==> config.mk <==
export PLATFORM = sky130hd
export DESIGN_NAME = uart_tx_flat
export DESIGN_NICKNAME = d
export VERILOG_FILES = /design/src/rtl/uart_pkg.sv /design/src/rtl/uart_tx_if.sv /design/src/rtl/uart_tx.sv /design/src/flat_wrapper.sv
export SDC_FILE = /design/constraint.sdc
export NUM_CORES = 1
export LEC_CHECK = 0
export ABC_AREA = 1
export CAP_MARGIN = 30
export CELL_PAD_IN_SITES_DETAIL_PLACEMENT = 1
export CELL_PAD_IN_SITES_GLOBAL_PLACEMENT = 2
export CORE_ASPECT_RATIO = 1.75
export CORE_MARGIN = 2
export CORE_UTILIZATION = 36
export CTS_BUF_LIST = sky130_fd_sc_hd__clkbuf_8
export CTS_CLUSTER_SIZE = 10
export DETAILED_ROUTE_END_ITERATION = 16
export PLACE_DENSITY_LB_ADDON = 0.1
export SLEW_MARGIN = 20
export SYNTH_ARGS = -nofsm -noshare
export SYNTH_HDL_FRONTEND = slang
export SYNTH_SLANG_ARGS = --single-unit
==> constraint.sdc <==
create_clock -name clk -period 2.1 [get_ports clk]
set_input_delay 0.42 -clock clk [delete_from_list [all_inputs] [get_ports clk]]
set_output_delay 0.42 -clock clk [all_outputs]
set_load 0.01 [all_outputs]
==> src/rtl/uart_pkg.sv <==
// uart_pkg: UART state encoding and line constants, shared by the transmitter and the receiver
package uart_pkg;
   localparam int OVERSAMPLE = 16;
   localparam logic LINE_IDLE = 1'b1;
   typedef enum logic [2:0] {
      IDLE,
      START,
      DATA,
`ifdef UART_TX_PARITY_EN
      PARITY,
`endif
      STOP
   } uart_tx_state_t;
endpackage

==> src/rtl/uart_tx_if.sv <==
// uart_tx_if: request/status/serial-line bundle of the UART transmitter
interface uart_tx_if #(parameter int DBIT = 8) ();
   logic            tx_start;
   logic            s_tick;
   logic [DBIT-1:0] din;
   logic            tx_done_tick;
   logic            tx_busy;
   logic            tx;
   modport master (output tx_start, s_tick, din, input tx_done_tick, tx_busy, tx);
   modport slave (input tx_start, s_tick, din, output tx_done_tick, tx_busy, tx);
endinterface

==> src/rtl/uart_tx.sv <==
// uart_tx: UART transmitter paced by an external 16x s_tick; even parity bit with UART_TX_PARITY_EN
module uart_tx
   import uart_pkg::*;
#(
   parameter int DBIT    = 8,
   parameter int SB_TICK = 16
) (
   input logic      clk,
   input logic      reset,
   uart_tx_if.slave bus
);
   localparam int SW = $clog2(SB_TICK) < 4 ? 4 : $clog2(SB_TICK);
   localparam int NW = $clog2(DBIT);
   uart_tx_state_t  state_q, state_d;
   logic [SW-1:0]   s_q, s_d;
   logic [NW-1:0]   n_q, n_d;
   logic [DBIT-1:0] b_q, b_d;
   logic            tx_q, tx_d;
   logic            done;
   logic            bit_end;
`ifdef UART_TX_PARITY_EN
   logic            p_q, p_d;
`endif
   assign bit_end = bus.s_tick && s_q == SW'(OVERSAMPLE - 1);
   always_comb begin
      state_d = state_q;
      s_d     = s_q;
      n_d     = n_q;
      b_d     = b_q;
      done    = 1'b0;
`ifdef UART_TX_PARITY_EN
      p_d     = p_q;
`endif
      case (state_q)
         IDLE: if (bus.tx_start) begin
            state_d = START;
            s_d     = '0;
            b_d     = bus.din;
`ifdef UART_TX_PARITY_EN
            p_d     = ^bus.din;
`endif
         end
         START: if (bit_end) begin
            state_d = DATA;
            s_d     = '0;
            n_d     = '0;
         end else if (bus.s_tick) s_d = s_q + 1'b1;
         DATA: if (bit_end) begin
            s_d = '0;
            b_d = b_q >> 1;
            n_d = n_q + 1'b1;
            if (n_q == NW'(DBIT - 1)) begin
               n_d = n_q;
`ifdef UART_TX_PARITY_EN
               state_d = PARITY;
`else
               state_d = STOP;
`endif
            end
         end else if (bus.s_tick) s_d = s_q + 1'b1;
`ifdef UART_TX_PARITY_EN
         PARITY: if (bit_end) begin
            state_d = STOP;
            s_d     = '0;
         end else if (bus.s_tick) s_d = s_q + 1'b1;
`endif
         STOP: if (bus.s_tick && s_q == SW'(SB_TICK - 1)) begin
            state_d = IDLE;
            done    = 1'b1;
         end else if (bus.s_tick) s_d = s_q + 1'b1;
         default: state_d = IDLE;
      endcase
      // line level is registered, so it follows the state being entered
      tx_d = state_d == START ? 1'b0 : state_d == DATA ? b_d[0] : LINE_IDLE;
`ifdef UART_TX_PARITY_EN
      tx_d = state_d == PARITY ? p_d : tx_d;
`endif
   end
   always_ff @(posedge clk or negedge reset) begin
      if (!reset) begin
         state_q <= IDLE;
         s_q     <= '0;
         n_q     <= '0;
         b_q     <= '0;
         tx_q    <= LINE_IDLE;
`ifdef UART_TX_PARITY_EN
         p_q     <= 1'b0;
`endif
      end else begin
         state_q <= state_d;
         s_q     <= s_d;
         n_q     <= n_d;
         b_q     <= b_d;
         tx_q    <= tx_d;
`ifdef UART_TX_PARITY_EN
         p_q     <= p_d;
`endif
      end
   end
   assign bus.tx_done_tick = done;
   assign bus.tx_busy      = state_q != IDLE;
   assign bus.tx           = tx_q;
endmodule

==> src/flat_wrapper.sv <==
// flat-port wrapper written by rule: the top's interface ports become plain ports
module uart_tx_flat import uart_pkg::*;
#(
   parameter int DBIT    = 8,
   parameter int SB_TICK = 16
)
  (clk, reset, bus_tx_start, bus_s_tick, bus_din, bus_tx_done_tick, bus_tx_busy, bus_tx);
  uart_tx_if #(.DBIT(DBIT)) bus_i ();
  input logic clk;
  input logic reset;
  input wire logic [$bits(bus_i.tx_start)-1:0] bus_tx_start;
  input wire logic [$bits(bus_i.s_tick)-1:0] bus_s_tick;
  input wire logic [$bits(bus_i.din)-1:0] bus_din;
  output wire logic [$bits(bus_i.tx_done_tick)-1:0] bus_tx_done_tick;
  output wire logic [$bits(bus_i.tx_busy)-1:0] bus_tx_busy;
  output wire logic [$bits(bus_i.tx)-1:0] bus_tx;
  assign bus_i.tx_start = bus_tx_start;
  assign bus_i.s_tick = bus_s_tick;
  assign bus_i.din = bus_din;
  assign bus_tx_done_tick = bus_i.tx_done_tick;
  assign bus_tx_busy = bus_i.tx_busy;
  assign bus_tx = bus_i.tx;
  uart_tx #(.DBIT(DBIT), .SB_TICK(SB_TICK)) u_core (.clk(clk), .reset(reset), .bus(bus_i));
endmodule
==> results of run 1 <==
## sequential cells by signal, indices dropped and copies added (netlist names)
register,flops
u_core.b_q,8
u_core.bus.tx,1
u_core.n_q,3
u_core.s_q,4
u_core.state_q,3
## metal layers
metal	routed length, µm	up-vias	part of all wire
met5	0	-	0
met4	38	0	0.014
met3	76	4	0.028
met2	1620	15	0.58
met1	1030	484	0.37
li1	-	491	-
## logic make-up (layout without fill, tap and decap cells)
kind of cell | after synthesis | count (layout) | share of synthesized area
xor gates and xnor gates | 2 | 2 | 0.0154
DFF | 19 | 19 | 0.420
adders and majority gates | 3 | 3 | 0.0330
and+or+nand+nor | 72 | 72 | 0.355
buffers and inverters | 21 | 45 | 0.0716
other | 1 | 1 | 0.00330
AOI/OAI and AO/OA | 17 | 17 | 0.102
## through the flow
step	instances	area (µm²)	hold slack (ps)	total power, µW	worst slack [ps]
floorplan	135	1140	124	535	561
global placement	198	1380	481	607	-193
detailed placement	198	1380	507	613	-196
CTS	202	1420	419	871	77.6
global route	202	1430	421	904	19.2
finish	202	1430	416	853	115
## power by group
part	total, µW	internal [µW]	switching [µW]	leakage (µW)
clock network	251	130	121	0.0000269
logic	165	77.4	87.6	0.000440
registers	436	408	28.3	0.000244
total	853	615	237	0.000711
## area by class of cell
| class | instances | area (µm²) | share of cell area |
|---|---|---|---|
| Clock inverter | 1 | 3.75 | 0.00263 |
| Inverter | 19 | 71.3 | 0.0500 |
| Tap cell | 43 | 53.8 | 0.0378 |
| Clock buffer | 3 | 41.3 | 0.0290 |
| Sequential cell | 19 | 477 | 0.335 |
| Multi-Input combinational cell | 95 | 578 | 0.406 |
| Timing Repair Buffer | 22 | 200 | 0.140 |
## cell usage after synthesis (2+ instances only)
| cell type | number |
|---|---|
| nand2_1 | 29 |
| dfrtp_1 | 18 |
| inv_1 | 15 |
| nor2_1 | 11 |
| nand3_1 | 7 |
| o221ai_1 | 7 |
| nand4_1 | 6 |
| nand2_2 | 5 |
| o21ai_1 | 5 |
| nand2_4 | 4 |
| ha_1 | 3 |
| inv_2 | 3 |
| nand3_2 | 3 |
| nor2_2 | 3 |
| buf_2 | 2 |
| o21ai_0 | 2 |
| xnor2_1 | 2 |
## how the worst min path moves through the flow
stage / from / end / slack (ps)
after detailed placement: u_core.n_q[2] / u_core.n_q[2] / 510
after floorplan: reset / u_core.b_q[0] / 120
after global routing: reset / u_core.state_q[0] / 420
after global placement: u_core.n_q[1] / u_core.n_q[1] / 480
after CTS: reset / u_core.state_q[0] / 420
final: reset / u_core.state_q[0] / 420
## timing repair
item                                   CTS  global route
endpoints found under the hold margin    0             0
setup endpoints to repair                1             1
resized for setup                        1             1
==> out/metrics.yaml, run 1 <==
fin_tns_setup_ps: 0
synth_area_per_cell_um2: 8.42
start_util: 0.370
path_depth: 6
post-route-min-period_ps: 1990
htree_num_levels: 1
antenna_found_initial: 0
cts-hold-fix-buffers: 0
finalHoldViolations: 0
hold_path_class: "primary input to async pin"
critPathBufInv: 2
cp_slowest_cell: "clkdlybuf4s50_1"
worstReg2RegEnd: "u_core.b_q[3]"
io_buffers: 14
power_density_nw_per_um2: 598
yosys_warnings: 0
finClkSkew_ps: 0.883
setup_viol: 0
synth_area_leaders: "dfrtp_1 40%, nand2_1 9.6%, o221ai_1 5.4%"
diodes: 0
finalMaxSlewViolations: 0
async_flop_share: 1.00
top_usage_layer: "met2"
grtUsageMet3: 0.0207
synth_cells: 135
gr-total-overflow: 0
leakagePower_uw: 0.000711
crit_start: "bus_s_tick"
grt_use_total: 0.175
yosys_register_bits: 19
worstSkewPairLatency_ps: 250
synth_top_area_cell: "dfrtp_1"
final_common_cell: "nand2_1"
cp_cell_sequence: "clkdlybuf4s50_1 > nand2_4 > nor2_8 > nand3_4 > nor2_1 > clkdlybuf4s15_1"
grt_start_max_net_pins: 14
syn_area_um2: 1140
crit_family: "buffers and inverters"
cts_tree: "yes"
die_w_um: 46.5
start_kind: "primary input"
post-cts-setup-buffer-count: 0
rr_startpoint: "u_core.s_q[0]"
root_buffer: "clkbuf_8"
synth_top_area_share: 0.396
wl_per_cell_um: 13.7
synthToLayoutAreaGrowth_pct: 25.4
yosysUniqueCellTypes: 27
outcome: "finished, final reports clean"
grt_pass1_wl_um: 4660
drcViolationCount: 0
dp_hpwl_um: 2270
die_area_um2: 3640
routed_wl_um: 2760
critPathMaxFanout: 2
num_vias: 994
synth_seq_area_share: 0.420
cp.arrival_ps: 1570
end_kind: "output port"
fill_cells: 403
rr_worst_depth: 7
grt_use_met2: 0.324
numClockSinks: 19
final_cell_mix: "29 x nand2_1, 18 x dfrtp_1, 16 x inv_1"
core_um2: 3070
rsz0062_at_grt: "no"
max_stage_delay_ps: 530
required_ps: 1680
grt_pass1_vias: 1024
drt_iter0_markers: 12
first_pass_iters: 4
maxCapViolCount: 0
final_util: 0.464
max_freq_ghz: 0.504
die_h_um: 78.3
drive_gt1_frac: 0.214
crit_type: "primary input to output port"
vias_per_cell: 4.92
gp_routability_congestion: 0.727
clock_path_buffers: 2
use_met1: 0.190
endpoint: "bus_tx_done_tick"
synth_edf_count: 0
synth_top_flop_cell: "dfrtp_1"
irDropWorstVdd_uv: 379
syn-num-nets: 150
nets: 175
cts_buffers: 3
ios: 15
rows: 27
period_share: 0.945
ant_nets: 0
r2r_setup_slack_ps: 550
path_clk_slew_ps: 70
Note: power is estimated with default switching activity, not from simulation.
==> run 2, diff against run 1 <==
Settings changed: CORE_MARGIN 2 to 5, SETUP_SLACK_MARGIN set to 0.5.
==> run 2 against run 1 <==
  * Worst hold slack better by 89 ps
  * Non-clock buffer count up 7
  * First-iteration DRC count down 75%
  * Worst setup slack better by 300 ps
  * Combinational power up 9%
  * Sequential power down 0.9%
  * Via count up 2.9%
  * Total power up 2.5%
  * Global-route usage down 2.3 points
  * Critical path type is now flip-flop to output port
  * Largest cell class unchanged
==> out/metrics.yaml, run 2 (synthesis results as in run 1) <==
start_util: 0.366  # -0.00402
largest_register: "u_core.b_q"
rows: 27  # unchanged
drcViolationCount: 0  # unchanged
end_kind: "output port"
grt_use_total: 0.152  # -0.0232
cts_buffers: 3  # unchanged
worstSkewPairLatency_ps: 260  # about the same
drt_iter0_markers: 3  # -9
dp_hpwl_um: 2310  # +1.9%
finalHoldViolations: 0  # unchanged
finalMaxSlewViolations: 0  # unchanged
vias_per_cell: 4.89  # -0.53%
finClkSkew_ps: 3.93  # +3.05 ps
largest_register_ffs: 8  # unchanged
post-route-min-period_ps: 1690  # -295 ps
required_ps: 1680  # about the same
timing.final.ws_setup_ps: 410  # +295 ps
first_pass_iters: 2  # -2
ios: 15  # unchanged
cp.arrival_ps: 1270  # -300 ps
cts_tree: "yes"
hold_path_class: "flip-flop to flip-flop"
routed_wl_um: 2990  # +8.1%
root_buffer: "clkbuf_8"
die_w_um: 52.5  # +13%
crit_type: "flip-flop to output port"
nets: 182  # +4.0%
htree_num_levels: 1  # unchanged
rsz0062_at_grt: "yes"
final_common_cell: "nand2_1"
period_share: 0.805  # -0.141
grt_pass1_vias: 1091  # +6.5%
gp_routability_congestion: 0.725  # -0.34%
drive_gt1_frac: 0.289  # +0.0753
path_clk_slew_ps: 70  # about the same
fin_tns_setup_ps: 0  # unchanged
die_area_um2: 4420  # +22%
start_kind: "flip-flop"
place_ws_ps: -195  # +1.40 ps
fill_cells: 383  # -5.0%
max_freq_ghz: 0.592  # +17%
critPathMaxFanout: 2  # unchanged
core_um2: 3110  # +1.1%
worst_hold_slack_ps: 505  # +89.1 ps
irDropWorstVdd_uv: 336  # -12%
outcome: "finished, final reports clean"
maxCapViolCount: 0  # unchanged
num_vias: 1023  # +2.9%
cts-hold-fix-buffers: 0  # unchanged
ant_nets: 0  # unchanged
clock_path_buffers: 2  # unchanged
io_buffers: 14  # unchanged
final_cell_mix: "29 x nand2_1, 15 x inv_1, 15 x buf_4, 15 x dfrtp_1"
synthToLayoutAreaGrowth_pct: 31.2
leakagePower_uw: 0.000741  # +4.2%
diodes: 0  # unchanged
numClockSinks: 19  # unchanged
reg_top3: "u_core.b_q x8, u_core.s_q x4"
gr-total-overflow: 0  # unchanged
power_density_nw_per_um2: 586  # -2.0%
die_h_um: 84.3  # +7.7%
setup_viol: 0  # unchanged
grt_pass1_wl_um: 4960  # +6.5%
grt_start_max_net_pins: 20  # +6
antenna_found_initial: 0  # unchanged
wl_per_cell_um: 14.3  # +4.5%
run 2: cell types whose count changed in the layout (fill, tap and decap cells not counted), sizes merged:
| cell | previous run | this run |
|---|---|---|
| buf | 8 | 16 |
| clkdlybuf4s50 | 13 | 10 |
| dlygate4sd2 | 0 | 2 |
| clkinv | 1 | 2 |
| inv | 19 | 18 |
run 2: layout make-up:
class / count / area (µm²) / area share
clock inverter: 1 / 5.00 / 0.00336
inverter: 19 / 71.3 / 0.0479
clock buffer: 3 / 41.3 / 0.0277
timing repair buffer: 29 / 245 / 0.165
multi-input combinational: 95 / 593 / 0.398
tap: 43 / 53.8 / 0.0361
sequential: 19 / 480 / 0.322
run 2: worst paths after layout:
check                           slack (ps)         startpoint          endpoint  cells past startpoint
min in group asynchronous              510              reset     u_core.b_q[6]                      2
worst max-delay path                   410      u_core.s_q[0]  bus_tx_done_tick                      6
worst min-delay path                   500      u_core.n_q[2]     u_core.n_q[2]                      2
worst min register to register         500      u_core.n_q[2]     u_core.n_q[2]                      2
worst max register to register         610  u_core.state_q[0]     u_core.b_q[3]                      7
max in group asynchronous             1310              reset     u_core.bus.tx                      2
run 2: per-layer routing:
| metal | up-vias | share of wire | track usage |
|---|---|---|---|
| met5 | - | 0 | 0 |
| met4 | 0 | 0.020 | 0.0698 |
| met3 | 6 | 0.028 | 0.0160 |
| met2 | 12 | 0.61 | 0.300 |
| met1 | 501 | 0.34 | 0.145 |
| li1 | 504 | - | - |
run 2: worst max-delay path, cell delays in order, from the launching register on:
cell and delay (ps):
dfrtp_1 410, ha_4 170, nand2_4 70, nor2_8 100
nand3_4 70, nor2_2 70, buf_2 130
run 2: repair_timing:
| item | CTS | global route |
|---|---|---|
| resized for setup | 12 | 2 |
| endpoints found under the setup margin | 4 | 2 |
| setup buffers | 6 | 1 |
| pin swaps | 1 | 1 |
run 2: through the flow:
stage	instances	power, µW	cell area [µm²]	utilization
after global placement	198	605	1380	0.444
after floorplan	135	535	1140	-
after CTS	208	890	1480	0.476
after detailed placement	198	614	1380	0.444
final	209	874	1490	0.479
after global routing	209	926	1490	0.479
run 2: power breakdown:
part | switching [µW] | internal (µW) | total, µW
logic | 97.6 | 82.8 | 180
registers | 23.2 | 409 | 432
clock network | 129 | 132 | 261
total | 250 | 624 | 874
==> RTL change 1, RTL diff (config.mk and constraints of run 1) <==
Add a define of `UART_TX_PARITY_EN`.
--- a/src/rtl/uart_pkg.sv
+++ b/src/rtl/uart_pkg.sv
@@ -1,4 +1,6 @@
 // uart_pkg: UART state encoding and line constants, shared by the transmitter and the receiver
+`define UART_TX_PARITY_EN
+
 package uart_pkg;
    localparam int OVERSAMPLE = 16;
    localparam logic LINE_IDLE = 1'b1;
Formal check against the unedited RTL: no difference found for any inputs over 10 cycles, from zero or initial values and one cycle with reset low; that may be too few to reach the edited logic, so the function may still have changed.
==> RTL change 1 against run 1 <==
- routed wire length grew 13%
- setup slack gained 7.7 ps
- register-to-register slack lost 190 ps
- largest cell class unchanged
- cell area grew 10%
- sequential cell count grew 1
- highest routed layer unchanged
- critical path type unchanged
- via count grew 19%
- area after synthesis grew 11%
- utilization grew 0.26 points
Power is not compared: it rests on default switching activity, and its combinational part moved more than twofold at a synthesized area within 25%.
==> RTL change 1: results (changes against run 1) <==
status completed (unchanged); DP HPWL 2675 um (was 2268 um); die footprint 4019 um^2 (was 3639 um^2); Critical path destination bus_tx_done_tick (unchanged); WL final 3133 um (was 2763 um); met3 wire len 62 um (was 76 um); routability cong. 0.7677 (was 0.7273); postcts setup bufs 0 (unchanged); synth cell count leaders nand2_1, inv_1, dfrtp_1 (was nand2_1, dfrtp_1, inv_1); R2R Setup Slk 360 ps (was 550 ps); Skew-Pair Late Insertion Delay 260 ps; Worst Path Arrival 1560 ps; initial DRC count 7 (was 12); hold slack 500.3 ps (was 415.8 ps); layout cells sized above 1 12.56% (was 21.38%); XOR/XNOR Fraction of Synth Area 2.772% (was 1.542%); sequential area share after synthesis 39.70% (was 41.96%); ant diodes 0 (unchanged); GR Layer Usage met1 16.48% (was 19.04%); first-pass GRT wire length 5664 um (was 4657 um); router iterations before antenna repair 4 (unchanged); Total GRT Usage 18.20% (was 17.53%); syn nets 191 (was 150); Synth Area in Compound Gates 9.901% (was 10.24%); pre-CTS WS -158.0 ps (was -195.9 ps); delay of the slowest cell on the worst path 500 ps (was 530 ps); met2 usage 39.32% (was 32.36%); Vias per Instance 4.865 (was 4.921); Adder-Cell Fraction of Synth Area 2.970% (was 3.304%); Final Skew 10.22 ps (was 0.8832 ps); DR WL met2 1962 um (was 1615 um); synth top area cells dfrtp_1, nand2_1, inv_1 (was dfrtp_1, nand2_1, o221ai_1); Gate Count Post-Synth 176 (was 135); I/O Buffers 14 (unchanged); largest net degree at the start of global routing 21 (was 14); Finished Layout Cells 244 (was 202); Critical Path Fanout Max 2 (unchanged); met3 global-route usage 2.158% (was 2.069%); Register-to-Register Path Depth 11 (was 7); post-placement cell area 1498 um^2 (was 1380 um^2); Main synth FF type dfrtp_1 (unchanged); WL met1 1067 um (was 1033 um); Unique masters post-synth 25 (was 27); Root Buffer Master clkbuf_8 (unchanged); vias in the first global route 1329 (was 1024); Crit Reg-Reg Endpoint u_core.s_q[1] (was u_core.b_q[3]); top flop regs u_core.b_q: 8 flops, u_core.s_q: 4 flops (unchanged); Highest Signal Layer met4 (unchanged); final net count 215 (was 175); r2r startpoint u_core.s_q[0] (unchanged)
==> RTL change 1: final cells by class <==
type,instances,area (um^2)
sequential,20,501.7
tap,45,56.30
clock buffer,3,41.29
clock inverter,1,30.03
inverter,34,127.6
timing repair buffer,19,176.4
multi-input combinational,122,634.4
fill,449,1795
==> RTL change 1: timing repair <==
action,CTS,global route
hold endpoints to repair,0,0
gates resized for setup,1,0
endpoints found under the setup margin,1,0
==> RTL change 1: power by group through the flow <==
stage	registers [W]	clock network, W	logic, W
final	0.000641	0.000383	0.000644
after global routing	0.000660	0.000409	0.000754
after CTS	0.000644	0.000393	0.000664
after detailed placement	0.000650	0	0.000659
after global placement	0.000642	0	0.000613
after floorplan	0.000630	0	0.000456
==> RTL change 2, RTL diff (flow settings as in run 1) <==
Without the edit above. Take the reset off `s_q` and `b_q` and load them in a clocked block of their own.
--- a/src/rtl/uart_tx.sv
+++ b/src/rtl/uart_tx.sv
@@ -79,24 +79,25 @@
    always_ff @(posedge clk or negedge reset) begin
       if (!reset) begin
          state_q <= IDLE;
-         s_q     <= '0;
          n_q     <= '0;
-         b_q     <= '0;
          tx_q    <= LINE_IDLE;
 `ifdef UART_TX_PARITY_EN
          p_q     <= 1'b0;
 `endif
       end else begin
          state_q <= state_d;
-         s_q     <= s_d;
          n_q     <= n_d;
-         b_q     <= b_d;
          tx_q    <= tx_d;
 `ifdef UART_TX_PARITY_EN
          p_q     <= p_d;
 `endif
       end
    end
+
+   always_ff @(posedge clk) begin
+      s_q <= s_d;
+      b_q <= b_d;
+   end
    assign bus.tx_done_tick = done;
    assign bus.tx_busy      = state_q != IDLE;
    assign bus.tx           = tx_q;
Formal check against the unedited RTL: same outputs for any inputs over 10 cycles, from zero or initial values and one cycle with reset low; that may be too few to reach the edited logic, so the function may still have changed.
==> RTL change 2 against run 1 <==
- count of clock-buffer cells in the layout stayed put
- power down 2.5%
- global-route usage decreased by 2.3 points
- sequential cell count did not move
- area after synthesis shrank 12%
- setup slack better by 49 ps
- sequential share of layout area up 9.5 points
- combinational power fell by 18%
- routed wire length decreased by 25%
- utilization down 0.24 points
- cell area shrank 14%
- synthesized cell count down 28%
- clock power decreased by 3%
==> RTL change 2: results (changes against run 1) <==
postcts setup bufs 0 (unchanged); FF/Latch Area 526.8 um^2 (was 476.7 um^2); Non-clock buffers 16 (was 22); ant diodes 0 (unchanged); routability cong. 0.7251 (was 0.7273); layout cells sized above 1 26.50% (was 21.38%); Crit Reg-Reg Endpoint u_core.s_q[1] (was u_core.b_q[3]); multi-input gate count 66 (was 95); fraction of area in registers 42.96% (was 33.45%); FFs w/ async S/R, synth 36.84% (was 100.0%); H-tree levels 1 (unchanged); num sequential 19 (unchanged); Fillers 308 (was 403); post-placement cell area 1186 um^2 (was 1380 um^2); Total GRT Usage 15.20% (was 17.53%); Final Skew 4.475 ps (was 0.8832 ps); Main synth FF type edfxtp_1 (was dfrtp_1); synth cell count leaders nand2_1, edfxtp_1, nand2_2 (was nand2_1, dfrtp_1, inv_1); DIE WIDTH 43.79 um (was 46.47 um); synth top area cells edfxtp_1, dfrtp_1, nand2_2 (was dfrtp_1, nand2_1, o221ai_1); clock-cell share of area 3.673% (was 3.161%); Finished Layout Cells 144 (was 202); DP Cell Count 140 (was 198); worst vdd ir 455.3 uV (was 379.5 uV); r2r startpoint u_core.s_q[0] (unchanged); Worst Path Arrival 1520 ps (was 1570 ps); routed len/inst 14.39 um (was 13.68 um); syn nets 112 (was 150); final net count 133 (was 175); mean post-synth cell area 10.28 um^2 (was 8.415 um^2); leak pwr 0.5649 nW (was 0.7113 nW); DP HPWL 1705 um (was 2268 um); initial DRC count 5 (was 12); Non-clk invs 12 (was 19); footprint of the multi-input gates 422.9 um^2 (was 578.1 um^2); first-pass GRT wire length 3546 um (was 4657 um); hold slack 431.2 ps (was 415.8 ps); R2R Setup Slk 280 ps (was 550 ps); Signal buf overhead 12.24% (was 14.05%); crit share post-route 92.18% (was 94.52%); largest net degree at the start of global routing 11 (was 14); delay of the slowest cell on the worst path 500 ps (was 530 ps); status completed (unchanged)
==> RTL change 2: changes by cell type after synthesis, sizes merged, moves of 6 or more <==
| cell | run 1 | this run |
|---|---|---|
| dfrtp | 18 | 6 |
| inv | 18 | 12 |
| edfxtp | 0 | 11 |
| nand2 | 38 | 24 |
| a22o | 0 | 6 |
| o221ai | 7 | 0 |
| nand4 | 6 | 0 |
==> RTL change 2: logic make-up (layout without fill, tap and decap cells) <==
group | count (synthesis) | count (layout) | synth area share, %
AND/OR/NAND/NOR | 46 | 46 | 25.09
other | 1 | 1 | 0.3761
AO/OA/AOI/OAI | 13 | 13 | 10.41
adder cells (fa/ha/maj) | 3 | 3 | 3.765
multiplexers | 1 | 1 | 1.004
flip-flops | 19 | 19 | 52.82
buffers and inverters | 12 | 32 | 4.768
XOR/XNOR | 2 | 2 | 1.757
==> RTL change 2: routing by layer <==
metal	routed length, um	vias to the layer above	share of wire, %	GRT usage, %
met3	43	4	2.1	2.457
met5	0	-	0	0
met2	1216	11	59	26.96
li1	-	361	-	-
met4	39	0	1.9	8.081
met1	772	354	37	16.67
==> RTL change 2: worst max-delay path by stage <==
stage                                 start               end  cells after the start
final                            bus_s_tick  bus_tx_done_tick                      6
after floorplan               u_core.s_q[0]  bus_tx_done_tick                      5
after CTS                        bus_s_tick  bus_tx_done_tick                      6
after detailed placement         bus_s_tick  bus_tx_done_tick                      6
after global placement           bus_s_tick  bus_tx_done_tick                      6
after global routing      u_core.state_q[2]       bus_tx_busy                      3
==> RTL change 2: where the power goes <==
part           switching [W]  internal (W)
sequential         0.0000201      0.000433
clock               0.000115      0.000130
combinational      0.0000733     0.0000612
total               0.000208      0.000623
